## src/rtl/inst_fetch_pkg.sv

```systemverilog
// Shared widths, reset PC, fetch FSM encodings and NOP constant for the fetch stage.
package inst_fetch_pkg;

  localparam int INST_BUS_LENGTH = 16;
  localparam int PC_BUS_LENGTH   = 16;

  localparam logic [PC_BUS_LENGTH-1:0]   RESET_PC_VAL = 16'h0000;
  localparam logic [INST_BUS_LENGTH-1:0] NOP_INST     = 16'h0000;

  typedef enum logic [1:0] {
    ST_IDLE = 2'd0,
    ST_REQ  = 2'd1,
    ST_HOLD = 2'd2,
    ST_DROP = 2'd3
  } fetch_state_e;

endpackage

```

## src/rtl/inst_fetch_if_id_reg.sv

```systemverilog
// IF/ID pipeline register: bubble beats load, otherwise holds.
module if_id_reg
  import inst_fetch_pkg::*;
#(
  parameter int INST_WIDTH = INST_BUS_LENGTH,
  parameter int PC_WIDTH   = PC_BUS_LENGTH
) (
  input  logic                  clk_i,
  input  logic                  rstn_i,
  input  logic                  load_i,
  input  logic                  bubble_i,
  input  logic [INST_WIDTH-1:0] inst_i,
  input  logic [PC_WIDTH-1:0]   pc_i,
  output logic [INST_WIDTH-1:0] inst_o,
  output logic [PC_WIDTH-1:0]   pc_o,
  output logic                  valid_o
);

  logic [INST_WIDTH-1:0] inst_d, inst_q;
  logic [PC_WIDTH-1:0]   pc_d, pc_q;
  logic                  valid_d, valid_q;

  always_comb begin
    inst_d  = inst_q;
    pc_d    = pc_q;
    valid_d = valid_q;
    if (bubble_i) begin
      inst_d  = INST_WIDTH'(NOP_INST);
      pc_d    = '0;
      valid_d = 1'b0;
    end else if (load_i) begin
      inst_d  = inst_i;
      pc_d    = pc_i;
      valid_d = 1'b1;
    end
  end

  always_ff @(posedge clk_i or negedge rstn_i) begin
    if (!rstn_i) begin
      inst_q  <= '0;
      pc_q    <= '0;
      valid_q <= 1'b0;
    end else begin
      inst_q  <= inst_d;
      pc_q    <= pc_d;
      valid_q <= valid_d;
    end
  end

  assign inst_o  = inst_q;
  assign pc_o    = pc_q;
  assign valid_o = valid_q;

endmodule

```

## src/rtl/inst_fetch.sv

```systemverilog
// Instruction fetch: PC, fetch FSM with stall buffer and redirect drop, feeding the IF/ID register.
module inst_fetch
  import inst_fetch_pkg::*;
#(
  parameter int                  INST_WIDTH = INST_BUS_LENGTH,
  parameter int                  PC_WIDTH   = PC_BUS_LENGTH,
  parameter logic [PC_WIDTH-1:0] RESET_PC   = PC_WIDTH'(RESET_PC_VAL)
) (
  input  logic                  clk_i,
  input  logic                  rstn_i,
  input  logic                  stall_i,
  input  logic                  flush_i,
  input  logic                  redirect_valid_i,
  input  logic [PC_WIDTH-1:0]   redirect_pc_i,
  output logic                  imem_req_o,
  output logic [PC_WIDTH-1:0]   imem_addr_o,
  input  logic                  imem_ack_i,
  input  logic [INST_WIDTH-1:0] imem_data_i,
  output logic [INST_WIDTH-1:0] inst_o,
  output logic [PC_WIDTH-1:0]   pc_o,
  output logic                  inst_valid_o
);

  fetch_state_e          state_d, state_q;
  logic [PC_WIDTH-1:0]   pc_d, pc_q;
  logic [PC_WIDTH-1:0]   drop_addr_d, drop_addr_q;
  logic [INST_WIDTH-1:0] buf_inst_d, buf_inst_q;
  logic [PC_WIDTH-1:0]   buf_pc_d, buf_pc_q;

  logic                  ifid_load;
  logic                  ifid_bubble;
  logic [INST_WIDTH-1:0] ifid_inst;
  logic [PC_WIDTH-1:0]   ifid_pc;

  always_ff @(posedge clk_i or negedge rstn_i) begin
    if (!rstn_i) begin
      state_q <= ST_IDLE;
    end else begin
      state_q <= state_d;
    end
  end

  always_comb begin
    state_d = state_q;
    case (state_q)
      ST_IDLE: state_d = ST_REQ;
      ST_REQ: begin
        if (redirect_valid_i && !imem_ack_i) begin
          state_d = ST_DROP;
        end else if (!redirect_valid_i && imem_ack_i && stall_i) begin
          state_d = ST_HOLD;
        end
      end
      ST_HOLD: begin
        if (redirect_valid_i || !stall_i) begin
          state_d = ST_REQ;
        end
      end
      ST_DROP: begin
        if (imem_ack_i) begin
          state_d = ST_REQ;
        end
      end
      default: state_d = ST_IDLE;
    endcase
  end

  always_comb begin
    imem_req_o  = 1'b0;
    imem_addr_o = '0;
    case (state_q)
      ST_REQ: begin
        imem_req_o  = 1'b1;
        imem_addr_o = pc_q;
      end
      ST_DROP: begin
        imem_req_o  = 1'b1;
        imem_addr_o = drop_addr_q;
      end
      default: ;
    endcase
  end

  // A redirect always wins the PC; the in-flight word is either discarded now or drained in DROP.
  always_comb begin
    pc_d        = pc_q;
    drop_addr_d = drop_addr_q;
    buf_inst_d  = buf_inst_q;
    buf_pc_d    = buf_pc_q;
    ifid_load   = 1'b0;
    ifid_inst   = imem_data_i;
    ifid_pc     = pc_q;
    case (state_q)
      ST_REQ: begin
        if (redirect_valid_i) begin
          pc_d = redirect_pc_i;
          if (!imem_ack_i) begin
            drop_addr_d = pc_q;
          end
        end else if (imem_ack_i) begin
          pc_d = pc_q + PC_WIDTH'(1);
          if (stall_i) begin
            buf_inst_d = imem_data_i;
            buf_pc_d   = pc_q;
          end else begin
            ifid_load = 1'b1;
          end
        end
      end
      ST_HOLD: begin
        ifid_inst = buf_inst_q;
        ifid_pc   = buf_pc_q;
        if (redirect_valid_i) begin
          pc_d = redirect_pc_i;
        end else if (!stall_i) begin
          ifid_load = 1'b1;
        end
      end
      ST_DROP: begin
        if (redirect_valid_i) begin
          pc_d = redirect_pc_i;
        end
      end
      default: ;
    endcase
  end

  // Flush forces a bubble even under stall; otherwise an unstalled cycle without a load is a bubble.
  assign ifid_bubble = flush_i || (!stall_i && !ifid_load);

  always_ff @(posedge clk_i or negedge rstn_i) begin
    if (!rstn_i) begin
      pc_q        <= RESET_PC;
      drop_addr_q <= '0;
      buf_inst_q  <= '0;
      buf_pc_q    <= '0;
    end else begin
      pc_q        <= pc_d;
      drop_addr_q <= drop_addr_d;
      buf_inst_q  <= buf_inst_d;
      buf_pc_q    <= buf_pc_d;
    end
  end

  if_id_reg #(
    .INST_WIDTH (INST_WIDTH),
    .PC_WIDTH   (PC_WIDTH)
  ) u_if_id_reg (
    .clk_i    (clk_i),
    .rstn_i   (rstn_i),
    .load_i   (ifid_load),
    .bubble_i (ifid_bubble),
    .inst_i   (ifid_inst),
    .pc_i     (ifid_pc),
    .inst_o   (inst_o),
    .pc_o     (pc_o),
    .valid_o  (inst_valid_o)
  );

endmodule
```

## config.mk

```make
export PLATFORM = sky130hd
export DESIGN_NAME = inst_fetch
export DESIGN_NICKNAME = d
export VERILOG_FILES = /design/src/rtl/inst_fetch_pkg.sv /design/src/rtl/inst_fetch_if_id_reg.sv /design/src/rtl/inst_fetch.sv
export SDC_FILE = /design/constraint.sdc
export NUM_CORES = 1
export LEC_CHECK = 0
export ABC_AREA = 1
export CAP_MARGIN = 15
export CELL_PAD_IN_SITES_DETAIL_PLACEMENT = 2
export CELL_PAD_IN_SITES_GLOBAL_PLACEMENT = 2
export CORE_ASPECT_RATIO = 0.75
export CORE_UTILIZATION = 32
export CTS_CLUSTER_SIZE = 10
export DETAILED_ROUTE_END_ITERATION = 10
export GPL_TIMING_DRIVEN = 1
export PLACE_DENSITY_LB_ADDON = 0.1
export SYNTH_ARGS = -nofsm -noshare
export SYNTH_HDL_FRONTEND = slang
export SYNTH_SLANG_ARGS = --single-unit
```

## constraint.sdc

```tcl
create_clock -name clk_i -period 2 [get_ports clk_i]
set_input_delay 0.2 -clock clk_i [delete_from_list [all_inputs] [get_ports clk_i]]
set_output_delay 0.2 -clock clk_i [all_outputs]
set_load 0.01 [all_outputs]
```

==> Word level (Yosys, flattened, before mapping) <==
Index checks and enable logic that the tools add are counted.
{ "classes": {"n_reduce_logical": 19, "n_eq_ne": 8, "n_mux": 24, "bitwise": 2, "div": 0, "n_mul": 0, "magnitude_cmp": 0, "add_sub_neg": 1, "n_shift": 0} }
{ "ops": {"columns": ["cell", "n"], "rows": [
  ["$mux W16", 9],
  ["$pmux W16 S2", 2],
  ["$add A16 B1 Y16 const B", 1],
  ["$reduce_and A3 Y1", 3],
  ["$mux W2", 4],
  ["$pmux W2 S4", 1],
  ["$mux W1", 7],
  ["$ne A3 B3 Y1 const B", 2],
  ["$eq A2 B2 Y1 const B", 2],
  ["$logic_and A1 B1 Y1", 4],
  ["$logic_not A1 Y1", 4],
  ["$ne A2 B2 Y1 const B", 2],
  ["$reduce_and A4 Y1", 1],
  ["$reduce_bool A2 Y1", 2],
  ["$reduce_or A2 Y1", 2],
  ["$eq A2 B1 Y1 const B", 1],
  ["$logic_not A2 Y1", 1],
  ["$logic_or A1 B1 Y1", 2],
  ["$ne A2 B1 Y1 const B", 1],
  ["$not A1 Y1", 2],
  ["$pmux W1 S2", 1]
]} }
{ "word_totals": {"mem_bits_ro": 0, "input_bits": 38, "mem_count": 0, "latchBits": 0, "wordCells": 62, "reg_bits": 99, "ram_bits": 0, "out_inout_bits": 50} }

==> Longest topological paths before layout <==
{ "logic_depth": {"ltp_word": 8, "ltp_mapped": 11, "depth_no_buf": 10} }

==> Hierarchy <==
Synthesis repeated with hierarchy kept, for this count alone.
{ "hier_totals": {"cells_unflattened": 638, "hier_area_um2": 5207.5} }
{ "by_module_without_submodules": {"columns": ["mod", "instances", "seq_area_each_um2", "area_per_inst_um2", "cells_per_inst"], "rows": [
  ["inst_fetch", 1, 1651.6, 3865.0, 495],
  ["if_id_reg", 1, 825.8, 1342.5, 143]
]} }

==> Worst setup path after synthesis <==
Ideal clock, no wire load.
{ "synth_timing": {"path_kind": "reg-to-reg", "start": "reg state_q[0]", "end": "reg pc_q[5]", "required_ps": 1874, "path_stages_with_launch": 11, "n_path_buf": 2, "slack_ps": 500, "setup_ps": 126, "arrival_time_ps": 1374, "path_cell_list": "dfrtp_1 inv_1 ha_1 buf_6 inv_6 nand3_4 inv_2 buf_6 nand2_1 a21oi_1 a21oi_1"} }
{ "synth_via": {"elab_chain_len": 4} }
{ "synth_lines": {"columns": ["element", "line_no", "rtl"], "rows": [
  ["start: declaration", "inst_fetch.sv:24", "fetch_state_e state_d, state_q;"],
  ["start signal: assignment", "inst_fetch.sv:39", "state_q <= state_d;"],
  ["$eq A2 B2 Y1", "inst_fetch.sv:93", "case (state_q)"],
  ["$reduce_or A2 Y1 (no line)", null, null],
  ["$ne A2 B1 Y1 (no line) / $reduce_bool A2 Y1 (equally long branches)", null, null],
  ["$reduce_and A3 Y1 (no line)", null, null],
  ["end signal: assignment", "inst_fetch.sv:138", "pc_q <= pc_d;"],
  ["end: declaration", "inst_fetch.sv:25", "logic [PC_WIDTH-1:0] pc_d, pc_q;"]
]} }
Parallel ways exist; a longest one is shown, timed or not.
A chain may end at the register's enable or synchronous reset.

==> Worst setup path in the final report <==
{ "layout_timing": {"start": "reg state_q[1]", "end": "out imem_addr_o[1]"} }
{ "layout_via": {"elab_chain_len": 2} }
{ "layout_lines": {"columns": ["element", "line_no", "rtl"], "rows": [
  ["$eq A2 B2 Y1 / $eq A2 B1 Y1 (equally long branches)", "inst_fetch.sv:71", "case (state_q)"],
  ["$pmux W16 S2 (*)", "inst_fetch.sv:71", null],
  ["end: declaration", "inst_fetch.sv:16", "output logic [PC_WIDTH-1:0] imem_addr_o,"]
]} }
Every way passes the cells marked *; elsewhere a longest branch is shown, timed or not.

==> results.toml <==
[clock_network]
clkSinkCount = 99
clk_path_buf_depth = 2
cts_buffers = 9
cts_root_buf = "clkbuf_16"
clk_pin_slew_ns = 0.07
h-tree-depth = 3
clk-insertion-delay-late_ns = 0.36
cts_tree = "yes"

[logic_synthesis]
ys_async_sr_fraction = 1.00
synth_largest_area_cell = "dfrtp_1"
ys_warn_count = 0
synth_area_leaders = "dfrtp_1 49%, nand2_1 10%, o21ai_2 7.7%"
synth_cell_type_count = 34
synth-seq-cells = 99
synth_ff_type = "dfrtp_1"
synth_area_um2 = 5110
synthCells = 598
syn_nets = 641
seq_area_frac_synth = 0.485
synth-edff-count = 0
netlist.area_leader.share = 0.485
avgSynthCellArea_um2 = 8.54

[timing]
fin_crit_sh = 0.980
worst_pin_slew_ns = 0.460
hold_viol_final = 0
maxSlewViolCount = 0
fin_crit_ns = 1.96
hold_slack_ns = 0.345
setup_violations = 0
finalWorstSetupSlack_ns = 0.0395
max_slew_margin = 0.693
skew_ns = 0.00670
max_freq_mhz = 510

[floorplanning]
start_util = 0.331
ios = 88
die_h_um = 111
core-area_um2 = 15400
die_area_um2 = 16500
rows = 39
die_w_um = 148

[finish]
fin_area_um2 = 6550
drive_gt1_frac = 0.179
area_growth_pct = 28.3
diodes = 0
multi_input_area_um2 = 2140
nNetsFinal = 737
most-common-layout-cells = "139 x nand2_1, 99 x dfrtp_1, 69 x clkdlybuf4s50_1"
seq_area_um2 = 2480
final_common_cell = "nand2_1"
fillers = 1734

[grt]
grt_pass1_wl_um = 27500
grt.overflow.total = 0
gr-usage-all-layers = 0.218
antenna_found_initial = 0
grt_max_degree = 44
grt_pass1_vias = 5090

[place]
dpl-instance-area_um2 = 6250
pre_cts_slack_ns = 0.0707
io_buffers = 87
dp_hpwl_um = 12000
routabilityCongestion = 0.822

[worst_hold_path]
hold_path_class = "in2async"

[drt]
firstDrtPassIters = 4
route.detailed.drc = 0
viasPerCell = 5.08
detail-route-antenna-nets = 0
wl_um = 16900
wire_per_inst_um = 18.7
num_vias = 4591
drt_iter0_markers = 170

[worst_setup_path]
cp-start-kind = "register"
path_max_fanout = 7
arrival_ns = 1.76
worstSetupPathType = "reg2out"
end_kind = "primary output"
required_ns = 1.80

[pwr]
total_power_uw = 9320
ir_worst_vdd_mv = 0.505
leakage_uw = 0.00309
powerDensity_nw_per_um2 = 1420

[outcome]
outcome = "completed"

[flow_run]
max-cap-violations = 0
[worst max-delay path, cell delays in order, from the launching register on]
cell           delay (ns)
dfrtp_1              0.42
inv_1                0.12
ha_2                 0.22
buf_6                0.14
nand2_1              0.07
o21ai_0              0.13
dlygate4sd2_1        0.30
[per-stage QoR]
| stage | std cells | setup TNS, ns | util |
|---|---|---|---|
| 5_1_grt | 904 | -0.0863 | 0.425 |
| 3_3_place_gp | 884 | 0 | 0.405 |
| 3_5_place_dp | 884 | 0 | 0.405 |
| 6_report | 904 | 0 | 0.425 |
| 2_1_floorplan | 598 | 0 | - |
| 4_1_cts | 902 | 0 | 0.426 |
[cell usage after synthesis (7+ instances only)]
| master | n |
|---|---|
| nand3_1 | 50 |
| o22ai_1 | 22 |
| inv_2 | 7 |
| nand2_1 | 139 |
| nor2_1 | 32 |
| buf_6 | 12 |
| o21ai_0 | 59 |
| o21ai_1 | 14 |
| dfrtp_1 | 99 |
| inv_1 | 60 |
| clkbuf_1 | 14 |
| o21ai_2 | 45 |
[flip-flops by register name, indices dropped and copies added (netlist names)]
| name | count |
|---|---|
| u_if_id_reg.pc_o | 16 |
| buf_inst_q | 16 |
| state_q | 2 |
| u_if_id_reg.valid_o | 1 |
| buf_pc_q | 16 |
| u_if_id_reg.inst_o | 16 |
| pc_q | 16 |
| drop_addr_q | 16 |
[power breakdown]
part           leakage [uW]  switching, uW  total [uW]  internal [uW]
Combinational       0.00167           2610        4170           1560
Clock              0.000148            811        1850           1040
Sequential          0.00127            597        3300           2700
[metal layers]
layer  track usage  share of wire  vias up
li1              -              -     2148
met1         0.303           0.48     2341
met2         0.342           0.47       84
met3        0.0455          0.040       18
met4        0.0646          0.016        0
met5             0              0        -
[cells by family after synthesis]
family | count (synthesis) | share of synthesized area
and+or+nand+nor | 237 | 0.204
AOI/OAI and AO/OA | 149 | 0.190
buffers and inverters | 101 | 0.0958
DFF | 99 | 0.485
xor gates and xnor gates | 5 | 0.00858
adders and majority gates | 5 | 0.0123
muxes | 2 | 0.00392
[layout make-up]
cell class              instances  share of cell area
multi-input cells             398               0.327
flip-flops and latches         99               0.378
well taps                     205              0.0391
clock inverters                 5             0.00897
inverters                      69              0.0407
clock buffers                  11              0.0386
repair buffers                117               0.167
[what timing repair did]
action / CTS / global route
hold buffers: 1 / 0
gates cloned: 0 / 1
resized for setup: 19 / 27
endpoints found under the hold margin: 30 / 0
buffers inserted: 1 / 1
endpoints found under the setup margin: 17 / 19
pin swaps: 0 / 0
[final timing paths]
| kind | endpoint | slack, ns | startpoint | cells past startpoint |
|---|---|---|---|---|
| worst max-delay path | imem_addr_o[1] | 0.04 | state_q[1]$_DFFE_PN0P_ | 6 |
| worst max register to register | u_if_id_reg.inst_o[0]$_DFFE_PN0P_ | 0.17 | state_q[1]$_DFFE_PN0P_ | 8 |
| worst min register to register | buf_pc_q[8]$_DFFE_PN0P_ | 0.48 | buf_pc_q[8]$_DFFE_PN0P_ | 2 |
| max in group asynchronous | pc_q[8]$_DFFE_PN0P_ | 0.94 | rstn_i | 3 |
| min in group clk_i | buf_inst_q[7]$_DFFE_PN0P_ | 0.41 | imem_data_i[7] | 3 |
| worst min-delay path | buf_inst_q[13]$_DFFE_PN0P_ | 0.35 | rstn_i | 2 |
Power figures use the tool's default switching activity.
